<file path="src/rtl/pipeline_hazard_ctrl_pkg.sv">
// pipe_ctrl_pkg: shared types and defaults for the pipeline hazard controller.
//   state_t    : memory-wait FSM states (run / waiting on memory / watchdog error)
//   decision_t : per-cycle control decision, in priority order
package pipe_ctrl_pkg;

  localparam int TIMEOUT_DEF = 64;
  localparam int CNT_W_DEF   = 16;

  typedef enum logic [1:0] {
    S_RUN  = 2'd0,
    S_WAIT = 2'd1,
    S_ERR  = 2'd2
  } state_t;

  typedef enum logic [2:0] {
    D_ERR     = 3'd0,
    D_FREEZE  = 3'd1,
    D_BRANCH  = 3'd2,
    D_LOADUSE = 3'd3,
    D_NORMAL  = 3'd4
  } decision_t;

endpackage

</file>
<file path="src/rtl/pipeline_hazard_ctrl_sat_counter.sv">
// sat_counter: up-counter that sticks at all-ones instead of wrapping.
//   clk   : clock
//   clear : synchronous clear, has priority over inc
//   inc   : count one event this cycle
//   count : current value
module sat_counter #(
  parameter int WIDTH = 16
) (
  input  logic             clk,
  input  logic             clear,
  input  logic             inc,
  output logic [WIDTH-1:0] count
);

  always_ff @(posedge clk) begin
    if (clear) begin
      count <= '0;
    end else if (inc && (count != '1)) begin
      count <= count + WIDTH'(1);
    end
  end

endmodule

</file>
<file path="src/rtl/pipeline_hazard_ctrl.sv">
// pipeline_hazard_ctrl: central stall/flush controller for the 5-stage pipeline.
// Decides each cycle whether the PC and each pipeline register load, hold or
// load a bubble, runs a memory-wait watchdog and counts stalls/flushes.
//   clk, reset                    : clock, synchronous active-high reset
//   id_rs1/id_rs2, id_uses_rs1/2  : source operands of the ID instruction
//   ex_rd, ex_memRead             : destination / load flag of the EX instruction
//   ex_branch_taken               : EX branch redirects the PC
//   mem_req, mem_ready            : data-memory handshake of the MEM instruction
//   pc_write, *_write             : load enables for PC and pipeline registers
//   if_id_flush, id_ex_flush      : load a bubble instead of data
//   mem_timeout                   : sticky watchdog error
//   stall_cnt, flush_cnt          : saturating performance counters
module pipeline_hazard_ctrl
  import pipe_ctrl_pkg::*;
#(
  parameter int TIMEOUT = TIMEOUT_DEF,
  parameter int CNT_W   = CNT_W_DEF
) (
  input  logic             clk,
  input  logic             reset,
  input  logic [4:0]       id_rs1,
  input  logic [4:0]       id_rs2,
  input  logic             id_uses_rs1,
  input  logic             id_uses_rs2,
  input  logic [4:0]       ex_rd,
  input  logic             ex_memRead,
  input  logic             ex_branch_taken,
  input  logic             mem_req,
  input  logic             mem_ready,
  output logic             pc_write,
  output logic             if_id_write,
  output logic             id_ex_write,
  output logic             ex_mem_write,
  output logic             mem_wb_write,
  output logic             if_id_flush,
  output logic             id_ex_flush,
  output logic             mem_timeout,
  output logic [CNT_W-1:0] stall_cnt,
  output logic [CNT_W-1:0] flush_cnt
);

  localparam int WC_W = $clog2(TIMEOUT) + 1;

  state_t          state;
  logic [WC_W-1:0] wait_cnt;
  decision_t       decision;
  logic            freeze;
  logic            load_use;

  assign freeze   = mem_req && !mem_ready;
  assign load_use = ex_memRead && (ex_rd != 5'd0) &&
                    ((id_uses_rs1 && (id_rs1 == ex_rd)) ||
                     (id_uses_rs2 && (id_rs2 == ex_rd)));

  // During a freeze every pipeline register holds, so a pending branch or
  // load-use hazard is still presented on the inputs in the release cycle
  // and is acted on there without any extra latching.
  always_comb begin
    if (state == S_ERR)       decision = D_ERR;
    else if (freeze)          decision = D_FREEZE;
    else if (ex_branch_taken) decision = D_BRANCH;
    else if (load_use)        decision = D_LOADUSE;
    else                      decision = D_NORMAL;
  end

  always_comb begin
    pc_write     = 1'b1;
    if_id_write  = 1'b1;
    id_ex_write  = 1'b1;
    ex_mem_write = 1'b1;
    mem_wb_write = 1'b1;
    if_id_flush  = 1'b0;
    id_ex_flush  = 1'b0;
    mem_timeout  = 1'b0;
    if (reset) begin
      // Hold everything and push bubbles while reset is asserted.
      pc_write     = 1'b0;
      if_id_write  = 1'b0;
      id_ex_write  = 1'b0;
      ex_mem_write = 1'b0;
      mem_wb_write = 1'b0;
      if_id_flush  = 1'b1;
      id_ex_flush  = 1'b1;
    end else begin
      case (decision)
        D_ERR, D_FREEZE: begin
          pc_write     = 1'b0;
          if_id_write  = 1'b0;
          id_ex_write  = 1'b0;
          ex_mem_write = 1'b0;
          mem_wb_write = 1'b0;
          mem_timeout  = (decision == D_ERR);
        end
        D_BRANCH: begin
          // Wrong-path instructions in IF/ID and ID/EX are squashed; this
          // also discards a dependent ID instruction, so no stall is needed.
          if_id_flush = 1'b1;
          id_ex_flush = 1'b1;
        end
        D_LOADUSE: begin
          // Hold PC and IF/ID, insert one bubble behind the load.
          pc_write    = 1'b0;
          if_id_write = 1'b0;
          id_ex_flush = 1'b1;
        end
        default: ;
      endcase
    end
  end

  // wait_cnt holds the number of consecutive freeze cycles already seen, so
  // the WAIT cycle where it equals TIMEOUT-1 is the TIMEOUT-th such cycle.
  always_ff @(posedge clk) begin
    if (reset) begin
      state    <= S_RUN;
      wait_cnt <= '0;
    end else begin
      case (state)
        S_RUN: begin
          if (freeze) begin
            state    <= S_WAIT;
            wait_cnt <= WC_W'(1);
          end else begin
            wait_cnt <= '0;
          end
        end
        S_WAIT: begin
          if (!freeze) begin
            state    <= S_RUN;
            wait_cnt <= '0;
          end else if (wait_cnt == WC_W'(TIMEOUT - 1)) begin
            state <= S_ERR;
          end else begin
            wait_cnt <= wait_cnt + WC_W'(1);
          end
        end
        S_ERR: ;
        default: begin
          state    <= S_RUN;
          wait_cnt <= '0;
        end
      endcase
    end
  end

  logic stall_inc;
  logic flush_inc;

  assign stall_inc = !reset && ((decision == D_FREEZE) || (decision == D_LOADUSE));
  assign flush_inc = !reset && (decision == D_BRANCH);

  sat_counter #(.WIDTH(CNT_W)) u_stall_cnt (
    .clk   (clk),
    .clear (reset),
    .inc   (stall_inc),
    .count (stall_cnt)
  );

  sat_counter #(.WIDTH(CNT_W)) u_flush_cnt (
    .clk   (clk),
    .clear (reset),
    .inc   (flush_inc),
    .count (flush_cnt)
  );

endmodule

</file>
<file path="config.mk">
export PLATFORM = sky130hd
export DESIGN_NAME = pipeline_hazard_ctrl
export DESIGN_NICKNAME = d
export VERILOG_FILES = /design/src/rtl/pipeline_hazard_ctrl_pkg.sv /design/src/rtl/pipeline_hazard_ctrl_sat_counter.sv /design/src/rtl/pipeline_hazard_ctrl.sv
export SDC_FILE = /design/constraint.sdc
export NUM_CORES = 1
export LEC_CHECK = 0
export BUFFER_PORTS_ARGS = -buffer_cell sky130_fd_sc_hd__buf_2
export CAP_MARGIN = 10
export CORE_MARGIN = 1.5
export CORE_UTILIZATION = 46
export DETAILED_ROUTE_END_ITERATION = 6
export MAX_ROUTING_LAYER = met4
export PLACE_DENSITY = 0.84
export SYNTH_ARGS = -nofsm -noshare
export SYNTH_HDL_FRONTEND = slang
export SYNTH_SLANG_ARGS = --single-unit
</file>
<file path="constraint.sdc">
create_clock -name clk -period 2.2 [get_ports clk]
set_clock_uncertainty 0.15 [all_clocks]
set_input_delay 0.11 -clock clk [delete_from_list [all_inputs] [get_ports clk]]
set_output_delay 0.11 -clock clk [all_outputs]
set_load 0.01 [all_outputs]
</file>
==> Yosys cells after proc, flatten, opt, wreduce, memory -nomap -nowiden <==
Cells that the tools add are included.
W data, S select, Z words.
{ "word_totals": {"output_inout_bits": 40, "ram_bits": 0, "input_bits": 23, "rom_bits": 0, "register_bits": 41, "latch_bits": 0, "mem_count": 0, "word_cells": 64} }
{ "classes": {"mul": 0, "magnitude_cmp": 0, "n_bitwise": 1, "shifts": 0, "n_reduce_logical": 21, "eq_ne": 13, "addsub": 3, "mux": 22, "div_mod_pow": 0} }
{ "ops": {"columns": ["op", "n"], "rows": [
  ["$add A16 B1 Y16 const B", 2],
  ["$ne A16 B16 Y1 const B", 2],
  ["$pmux W7 S3", 1],
  ["$mux W7", 2],
  ["$mux W3", 4],
  ["$mux W1", 11],
  ["$eq A5 B5 Y1", 2],
  ["$logic_and A1 B1 Y1", 9],
  ["$add A7 B1 Y7 const B", 1],
  ["$eq A7 B6 Y1 const B", 1],
  ["$eq A3 B2 Y1 const B", 2],
  ["$mux W2", 3],
  ["$ne A3 B3 Y1 const B", 2],
  ["$pmux W2 S3", 1],
  ["$reduce_bool A5 Y1", 1],
  ["$reduce_or A2 Y1", 2],
  ["$eq A3 B1 Y1 const B", 1],
  ["$logic_not A3 Y1", 1],
  ["$reduce_and A3 Y1", 1],
  ["$reduce_or A3 Y1", 1],
  ["$eq A2 B1 Y1 const B", 1],
  ["$eq A2 B2 Y1 const B", 1],
  ["$logic_not A1 Y1", 2],
  ["$logic_not A2 Y1", 1],
  ["other kinds (4)", 5]
]} }

==> Longest topological paths before layout <==
Gate-level depths: netlist (run 1).
{ "depth": {"ltp_word": 12, "mapped_depth": 9, "mapped_depth_nobuf": 7} }

==> Cells and area by module <==
Synthesis (run 1) repeated with hierarchy kept, for this count alone.
{ "unflattened": {"hier_cells": 283, "hier_area_um2": 2393.5} }
{ "modules_own_cells": {"columns": ["module", "area_per_inst_um2", "instances", "cells_each", "seq_area_each_um2"], "rows": [
  ["sat_counter", 848.3, 2, 99, 320.3],
  ["pipeline_hazard_ctrl", 696.9, 1, 85, 180.2]
]} }

==> Worst setup path after synthesis (run 1) <==
No wires, ideal clock.
{ "synth_path": {"kind": "register to register", "from": "register u_stall_cnt.count[0]", "to": "register u_stall_cnt.count[14]", "path_stages_with_launch": 9, "setup_time_ns": 0.070, "slack_ns": 0.060, "required_ns": 1.980, "period_less_slack_ns": 2.140, "t_arrival_ns": 1.919, "path_buffers": 1, "cell_sequence": "dfxtp_1 -> ha_1 -> and3_1 -> and4bb_4 -> nor3_2 -> a31oi_4 -> buf_6 -> or4_1 -> a21oi_1"} }
{ "synth_via": {"elab_chain_len": 2, "elab_cells_between_ends": 3, "classes_between": "1 x add/sub; 1 x eq/ne; 1 x reduce/logical"} }
{ "synth_lines": {"columns": ["element", "line", "rtl"], "rows": [
  ["start, declared", "pipeline_hazard_ctrl_sat_counter.sv:12", "output logic [WIDTH-1:0] count"],
  ["start signal, assigned", "pipeline_hazard_ctrl_sat_counter.sv:19", "count <= count + WIDTH'(1);"],
  ["parallel branches: the longest is 2 deep, another holds $add A16 B1 Y16", null, null]
]} }
Parallel ways; which one is timed is not known.
A chain may end at the register's enable or synchronous reset.

==> Worst setup path in the final report (run 1) <==
{ "layout_path": {"from": "register u_stall_cnt.count[0]", "to": "register u_stall_cnt.count[4]"} }
The elaborated chain is that of the path after synthesis.

==> flow_metrics.py, run 1 <==
metrics = {
    "power": {
        "p_leak_uw": 0.00113,
        "p_int_uw": 1260,
        "p_sw_share_pct": 21.9,
        "p_clk_share_pct": 44.8,
        "p_comb_share_pct": 8.3,
        "power_uw": 1610,
        "seq_power_share_pct": 46.9,
        "powerDensity_mw_per_mm2": 599,
        "irDropWorstVdd_uv": 360,
        "switching_power_uw": 353,
    },
    "synthesis": {
        "yosysWarnings": 0,
        "synth-edff-count": 0,
        "ys_top_cells_by_count": "41 x dfxtp_1, 34 x nor2_1, 20 x nand2_1, 19 x a21oi_1, 17 x xor2_1",
        "synth_flop_cell": "dfxtp_1",
        "synth_top_area_share_pct": 37.9,
        "ys_seq_area_share_pct": 37.9,
        "yosysMostFrequentCell": "dfxtp_1",
        "syn-cell-area_mm2": 0.00216,
        "ys_seq_elements": 41,
        "synth-compound-area-share_pct": 12.5,
        "post-synth-top-area-cell": "dfxtp_1",
        "synth.distinct_cells": 37,
        "synth-async-reset-ratio_pct": 0,
        "syn_nets": 284,
        "syn_avg_cell_area_um2": 8.38,
        "synth_fa_ha_area_share_pct": 1.74,
        "synth.area.top_cells": "dfxtp_1 38%, xor2_1 6.9%, nor2_1 5.9%",
        "synthXorXnorAreaFrac_pct": 11.7,
        "synthCells": 258,
        "synth_top_family_by_area": "simple AND/OR/NAND/NOR gates",
        "synthSimpleGateAreaFrac_pct": 30.4,
        "synthMuxAreaShare_pct": 1.39,
    },
    "global_routing": {
        "grt_pass1_vias": 1937,
        "grt_pass1_wl_um": 8250,
        "track_usage_pct": 20.6,
        "antenna_found_initial": 0,
        "grt.overflow.total": 0,
        "grt_max_degree": 37,
    },
    "cts": {
        "cts_tree": "yes",
        "htree_levels": 2,
        "clk_pin_slew_ps": 80,
        "clockBufferDepth": 2,
        "clk_latency_ps": 300,
        "cts.sinks": 41,
        "cts_hold_buf": 0,
        "cts_root_buf": "clkbuf_8",
        "numCtsBuffers": 5,
    },
    "setup_path": {
        "start_kind": "register",
        "cp-startpoint": "u_stall_cnt.count[0]",
        "worstReg2RegStart": "u_stall_cnt.count[0]",
        "cp-end-kind": "register",
        "required_ps": 2280,
        "crit_fanout": 11,
        "cp.arrival_ps": 2200,
        "worstSetupPathType": "register to register",
    },
    "run": {
        "drv_cap": 0,
    },
    "sta": {
        "setup_tns_ps": 0,
        "holdWs_ps": 51.0,
        "slew-limit-headroom_pct": 73.4,
        "timing.final.crit_share_pct": 96.3,
        "hold_viol": 0,
        "fmax_ghz": 0.472,
        "tightestPinTransition_ps": 400,
        "fin_ws_ps": 82.2,
        "finalSetupViolCount": 0,
        "rsz0062_at_grt": "yes",
        "min_period_ps": 2120,
        "drv_slew": 0,
    },
    "place": {
        "place_congestion": 0.856,
        "dp_cells": 373,
        "place_ws_ps": 98.5,
        "dp.final_hpwl_um": 3580,
        "io_buffers": 62,
    },
    "floorplanning": {
        "core_mm2": 0.00444,
        "io_pins": 63,
        "fp-row-count": 24,
        "die_x_um": 71.6,
        "die_h_um": 71.6,
        "start_util_pct": 48.7,
        "die_area_mm2": 0.00512,
    },
    "finish": {
        "nNetsFinal": 354,
        "instances_no_fill": 381,
        "diodes": 0,
        "area_growth_pct": 24.5,
        "drive_above_1_share_pct": 27.4,
    },
    "detailed_routing": {
        "wl_per_cell_um": 12.7,
        "drt_first_pass_iters": 7,
        "drt_iter0_drc": 104,
        "num_vias": 2099,
        "postRouteAntennaNets": 0,
        "post-route-drc-count": 1,
        "viasPerCell": 5.51,
        "wl_um": 4850,
    },
    "worst_hold_path": {
        "worstHoldStart": "reset",
        "holdCritPathClass": "primary input to register",
    },
    "run_status": {
        "violations": "design-rule violations",
        "status": "complete, but fails checks",
    },
}
-- flip-flops by register name (all words and copies together) (netlist names) --
signal and cells:
u_flush_cnt.count 16, u_stall_cnt.count 16, wait_cnt 7, state 2
-- metal layers --
layer / track usage, % / part of all wire (%) / vias to the layer above
met5: - / 0 / -
met4: 8.39 / 1.3 / 0
met3: 3.66 / 5.6 / 5
met2: 33.6 / 48 / 58
met1: 25.1 / 45 / 978
li1: - / - / 1058
-- stage by stage --
| step | instance area, um^2 | util (%) |
|---|---|---|
| 6_report | 2690 | 60.6 |
| 5_1_grt | 2690 | 60.6 |
| 4_1_cts | 2680 | 60.3 |
| 3_5_place_dp | 2550 | 57.3 |
| 3_3_place_gp | 2550 | 57.3 |
| 2_1_floorplan | 2160 | - |
-- logic make-up (layout without fill, tap and decap cells) --
| kind of cell | count (synthesis) | count (layout) |
|---|---|---|
| simple gates | 125 | 125 |
| flops | 41 | 41 |
| buf+inv | 14 | 85 |
| compound gates | 43 | 43 |
| fa+ha+maj | 3 | 3 |
| xor+xnor | 29 | 29 |
| mux | 3 | 3 |
-- worst max-delay path, cell delays in order (launching register included) --
cell and delay [ps]:
dfxtp_1 320, ha_1 210, and3_1 180, and4bb_4 210
nor2_2 130, a31oi_4 150, buf_4 210, or3_1 340
a21oi_1 140
-- layout make-up --
type	instances	area, um^2
inverter	3	11.3
sequential	41	822
tap	52	65.1
clock buffer	5	68.8
multi-input combinational	203	1260
timing repair buffer	74	404
clock inverter	3	65.1
fill	409	1750
-- repair_timing --
| item | 4_1_cts | 5_1_grt |
|---|---|---|
| endpoints found under the setup margin | 0 | 5 |
| gates resized for setup | 0 | 6 |
| setup buffers | 0 | 0 |
-- cell usage in the layout, fill, tap and decap left out, types with 2 or more instances in the layout --
cell type	synthesis	final
and2_1	4	4
buf_2	0	62
ha_1	3	3
xor2_1	17	17
bufinv_16	0	2
or3_1	11	11
clkbuf_8	0	5
nor2_1	34	34
a21oi_2	0	2
inv_1	3	3
nor2b_1	2	2
nand2_1	20	20
and3_1	7	7
mux2i_1	3	3
a21oi_1	19	17
o21ai_1	7	7
o21ai_0	6	6
o31ai_1	3	3
or4_1	3	3
and4_1	6	6
dfxtp_1	41	40
buf_4	3	11
xnor2_1	12	12
nand3_1	15	15
nand4_1	13	13
nor3_1	3	3
nand2b_1	2	2
-- power by group through the flow --
stage / registers (uW) / logic (uW) / clock network [uW]
4_1_cts: 756 / 133 / 733
6_report: 757 / 134 / 722
3_3_place_gp: 773 / 130 / 0
3_5_place_dp: 774 / 132 / 0
2_1_floorplan: 776 / 84.3 / 0
5_1_grt: 758 / 149 / 764
-- worst paths after layout --
check	endpoint	slack (ps)	depth (start not counted)
worst max-delay path	u_stall_cnt.count[4]	80	8
worst min-delay path	state[0]	50	4
worst max register to register	u_stall_cnt.count[4]	80	8
worst min register to register	wait_cnt[6]	300	2
No activity file was read; power rests on OpenSTA's default activity.
==> run 2: changes to the inputs <==
PLACE_DENSITY = 0.75   (was 0.84)
SLEW_MARGIN = 20   (was default)
==> run 2 against run 1 <==
Against the previous run: the flow now finishes without violations; first-iteration DRC count rose by 3.8%; fmax rose by 1.2%; sequential share of layout area about the same; cell count unchanged; via count decreased by 0.81%; wire length is 1.7% lower; worst hold slack got worse by 3.7 ps; largest cell class unchanged; largest power group unchanged; highest routed layer unchanged.
==> flow_metrics.py, run 2 (same netlist as run 1, synthesis figures left out) <==
metrics = {
    "run_status": {
        "status": "finished, final reports clean",
    },
    "setup_path": {
        "required_ps": 2270,
        "start_kind": "register",
        "cp_cell_sequence": "ha_2 > and3_1 > and4bb_4 > nor2_2 > a31oi_4 > buf_4 > or3_1 > a21oi_2",
        "path_delay_family": "simple AND/OR/NAND/NOR gates",
        "cp.arrival_ps": 2160,
        "worstSetupPathType": "register to register",
        "cp-end-kind": "register",
        "path_buf_inv": 1,
        "cp_slowest_cell": "or3_1",
        "crit_path_max_incr_delay_ps": 360,
        "crit_fanout": 15,
    },
    "run": {
        "drv_cap": 0,
    },
    "sta": {
        "timing.final.crit_share_pct": 95.1,
        "tightestPinTransition_ps": 413,
        "rsz0062_at_grt": "no",
        "slew-limit-headroom_pct": 72.5,
        "hold_viol": 0,
        "setup_tns_ps": 0,
        "min_period_ps": 2090,
        "finalSetupViolCount": 0,
        "drv_slew": 0,
        "fmax_ghz": 0.478,
    },
    "cts": {
        "cts_root_buf": "clkbuf_8",
        "cts_tree": "yes",
        "htree_levels": 2,
        "numCtsBuffers": 5,
        "clockBufferDepth": 2,
        "clk_pin_slew_ps": 80,
        "clk_latency_ps": 290,
        "cts.sinks": 41,
        "post_cts_buffers": 0,
    },
    "global_routing": {
        "grt_pass1_wl_um": 7850,
        "antenna_found_initial": 0,
        "grt_max_degree": 37,
        "grt.overflow.total": 0,
        "track_usage_pct": 19.7,
        "grt_pass1_vias": 1814,
    },
    "power": {
        "p_leak_uw": 0.00113,
        "irDropWorstVdd_uv": 374,
        "powerDensity_mw_per_mm2": 597,
        "power_uw": 1610,
    },
    "detailed_routing": {
        "wl_per_cell_um": 12.5,
        "drt_first_pass_iters": 6,
        "num_vias": 2082,
        "wl_um": 4770,
        "postRouteAntennaNets": 0,
        "drt_iter0_drc": 108,
        "post-route-drc-count": 0,
        "viasPerCell": 5.46,
    },
    "floorplanning": {
        "io_pins": 63,
        "fp-row-count": 24,
        "core_mm2": 0.00444,
        "start_util_pct": 48.7,
        "die_h_um": 71.6,
        "die_area_mm2": 0.00512,
        "die_x_um": 71.6,
    },
    "finish": {
        "drive_above_1_share_pct": 27.1,
        "fill_cells": 412,
        "final_common_cell": "buf_2",
        "final_cell_mix": "62 x buf_2, 41 x dfxtp_1, 34 x nor2_1, 20 x nand2_1, 18 x a21oi_1",
        "register_area_um2": 821,
        "area_growth_pct": 24.5,
        "reg.largest.list": "u_flush_cnt.count x16, u_stall_cnt.count x16, wait_cnt x7",
        "nNetsFinal": 354,
        "multi_input_area_mm2": 0.00126,
        "fin_util_pct": 60.6,
        "diodes": 0,
    },
    "place": {
        "dp.final_hpwl_um": 3380,
        "io_buffers": 62,
        "place_congestion": 0.800,
    },
    "worst_hold_path": {
        "holdCritPathClass": "primary input to register",
    },
}
run 2: repair_timing:
item | in CTS | in global routing
setup endpoints to repair | 0 | 5
hold buffers | 0 | 0
gates resized for setup | 0 | 3
hold endpoints to repair | 0 | 0
run 2: area by class of cell:
cell class                      count  share of cell area, %
Multi-Input combinational cell    203                   46.8
Sequential cell                    41                   30.5
Timing Repair Buffer               74                   14.9
Clock buffer                        5                   2.56
Clock inverter                      3                   2.42
Tap cell                           52                   2.42
Inverter                            3                  0.418
run 2: final timing paths:
kind              depth (start not counted)  slack (ps)                  from                    to
setup / recovery                          8         110  u_stall_cnt.count[0]  u_stall_cnt.count[7]
hold / removal                            4          50                 reset              state[0]
setup reg to reg                          8         110  u_stall_cnt.count[0]  u_stall_cnt.count[7]
hold reg to reg                           2         350           wait_cnt[5]           wait_cnt[5]
run 2: routing by layer:
| layer | global-route usage (%) | wire (um) | vias up |
|---|---|---|---|
| met2 | 32.7 | 2320 | 49 |
| met4 | 6.71 | 43 | 0 |
| met3 | 5.20 | 232 | 4 |
| met1 | 23.4 | 2180 | 973 |
| li1 | - | - | 1056 |
| met5 | - | 0 | - |
run 2: metrics by stage:
stage          area, um^2  worst slack [ps]  instances  hold WS (ps)
2_1_floorplan        2160              60.3        258           245
5_1_grt              2690              40.9        381          64.3
3_3_place_gp         2550               161        373           281
4_1_cts              2680              39.7        381          56.8
6_report             2690               108        381          47.3
3_5_place_dp         2550              93.1        373           292
run 2: where the power goes:
group          switching, uW  internal [uW]  total [uW]
logic                   73.7           59.8         133
registers               7.81            748         756
clock network            266            451         717
run 2: tightest hold or removal path: stages:
cell,delay [ps]
buf_2,80
inv_1,110
nand2_1,100
a21oi_1,40
==> run 3: changes to the inputs <==
HOLD_SLACK_MARGIN = 0.1   (was default)
==> run 3 against run 2 <==
Against the previous run: count of clock-buffer cells in the layout is the same; design area grew 0.37%; setup slack lost 1.6 ps; die area is the same; global-route usage is essentially flat; combinational power is essentially flat; clock power is essentially flat; sequential share of layout area shrank 0.11 points.
==> flow_metrics.py, run 3 (same netlist as run 1, synthesis figures left out) <==
metrics = {
    "run_status": {
        "status": "finished, final reports clean",
    },
    "global_routing": {
        "grt_max_degree": 37,
        "grt_pass1_wl_um": 7870,
        "grt.overflow.total": 0,
        "antenna_found_initial": 0,
        "track_usage_pct": 19.8,
        "grt_pass1_vias": 1818,
    },
    "place": {
        "io_buffers": 62,
        "place_ws_ps": 93.1,
        "dp_cells": 373,
        "place_congestion": 0.800,
        "dp.final_hpwl_um": 3380,
    },
    "setup_path": {
        "crit_path_max_incr_delay_ps": 360,
        "worstSetupPathType": "register to register",
        "reg2reg_slack_ps": 110,
        "start_kind": "register",
        "cp-end-kind": "register",
        "r2r-end": "u_stall_cnt.count[7]",
        "cp-startpoint": "u_stall_cnt.count[0]",
        "cp.arrival_ps": 2170,
        "cp-endpoint": "u_stall_cnt.count[7]",
        "r2r_cells": 8,
        "required_ps": 2270,
        "cp_slowest_cell": "or3_1",
        "crit_fanout": 15,
        "worstReg2RegStart": "u_stall_cnt.count[0]",
        "cp_cell_sequence": "ha_2 > and3_1 > and4bb_4 > nor2_2 > a31oi_4 > buf_4 > or3_1 > a21oi_2",
    },
    "sta": {
        "timing.final.crit_share_pct": 95.1,
        "fin_ws_ps": 107,
        "fmax_ghz": 0.478,
        "finalSetupViolCount": 0,
        "setup_tns_ps": 0,
        "tightestPinTransition_ps": 411,
        "min_period_ps": 2090,
        "holdWs_ps": 187,
        "slew-limit-headroom_pct": 72.6,
        "hold_viol": 0,
        "drv_slew": 0,
        "rsz0062_at_grt": "no",
    },
    "finish": {
        "fill_cells": 411,
        "instances_no_fill": 382,
        "final_common_cell": "buf_2",
        "nNetsFinal": 355,
        "final_cell_mix": "62 x buf_2, 41 x dfxtp_1, 34 x nor2_1, 20 x nand2_1, 18 x a21oi_1",
        "area_growth_pct": 24.9,
        "fin_util_pct": 60.8,
        "diodes": 0,
        "drive_above_1_share_pct": 27.0,
        "reg.largest.list": "u_flush_cnt.count x16, u_stall_cnt.count x16, wait_cnt x7",
        "multi_input_area_mm2": 0.00126,
        "register_area_um2": 821,
    },
    "floorplanning": {
        "die_area_mm2": 0.00512,
        "die_h_um": 71.6,
        "start_util_pct": 48.7,
        "fp-row-count": 24,
        "core_mm2": 0.00444,
        "die_x_um": 71.6,
        "io_pins": 63,
    },
    "cts": {
        "cts.sinks": 41,
        "htree_levels": 2,
        "cts_tree": "yes",
        "clk_pin_slew_ps": 80,
        "numCtsBuffers": 5,
        "cts_root_buf": "clkbuf_8",
        "clockBufferDepth": 2,
        "clk_latency_ps": 290,
    },
    "detailed_routing": {
        "viasPerCell": 5.45,
        "drt_iter0_drc": 88,
        "wl_per_cell_um": 12.5,
        "post-route-drc-count": 0,
        "postRouteAntennaNets": 0,
        "drt_first_pass_iters": 6,
        "wl_um": 4780,
        "num_vias": 2080,
    },
    "power": {
        "irDropWorstVdd_uv": 375,
        "powerDensity_mw_per_mm2": 596,
        "p_leak_uw": 0.00113,
    },
    "run": {
        "drv_cap": 0,
    },
    "worst_hold_path": {
        "holdCritPathClass": "primary input to register",
    },
}
[run 3: cell count changes in the layout (fill, tap and decap cells not counted)]
| cell | previous run | this run |
|---|---|---|
| dlygate4sd3_1 | 0 | 1 |
[run 3: worst min path at each step]
stage,depth (start not counted),startpoint,end
after floorplan,2,ex_branch_taken,if_id_flush
after global placement,2,wait_cnt[6],wait_cnt[6]
after detailed placement,2,wait_cnt[6],wait_cnt[6]
after CTS,4,ex_branch_taken,u_flush_cnt.count[2]
after global routing,4,ex_branch_taken,u_flush_cnt.count[2]
final,4,ex_branch_taken,u_flush_cnt.count[2]
[run 3: cell type report]
class / instances / share of cell area (%)
well taps: 52 / 2.41
inverters: 3 / 0.417
flip-flops and latches: 41 / 30.4
clock buffers: 5 / 2.55
clock inverters: 3 / 2.41
repair buffers: 75 / 15.2
multi-input cells: 203 / 46.7
[run 3: repair_timing]
item,CTS,global route
resized for setup,0,3
hold buffers,1,0
setup endpoints to repair,0,5
setup buffers,0,0
endpoints found under the hold margin,2,0
[run 3: power breakdown]
group / switching, uW / total [uW] / internal [uW]
Sequential: 7.82 / 756 / 748
Combinational: 73.9 / 135 / 60.9
Clock: 268 / 719 / 451
Total: 350 / 1610 / 1260
[run 3: stage by stage]
stage / total power [uW] / instance area [um^2]
finish: 1610 / 2700
global route: 1670 / 2700
CTS: 1630 / 2690
detailed placement: 907 / 2550
global placement: 904 / 2550
floorplan: 860 / 2160
[run 3: routing by layer]
metal	vias up	part of all wire (%)	GRT usage (%)	wire, um
met5	-	0	-	0
met4	0	0.90	6.71	43
met3	4	4.9	5.20	232
met2	49	48	32.7	2300
met1	968	46	23.4	2200
li1	1059	-	-	-
[run 3: worst max-delay path: cells and delay by family (launching register included)]
family / cells / cell delay (ps)
simple gates: 4 / 890
flops: 1 / 320
compound gates: 2 / 270
fa+ha+maj: 1 / 200
buf+inv: 1 / 190
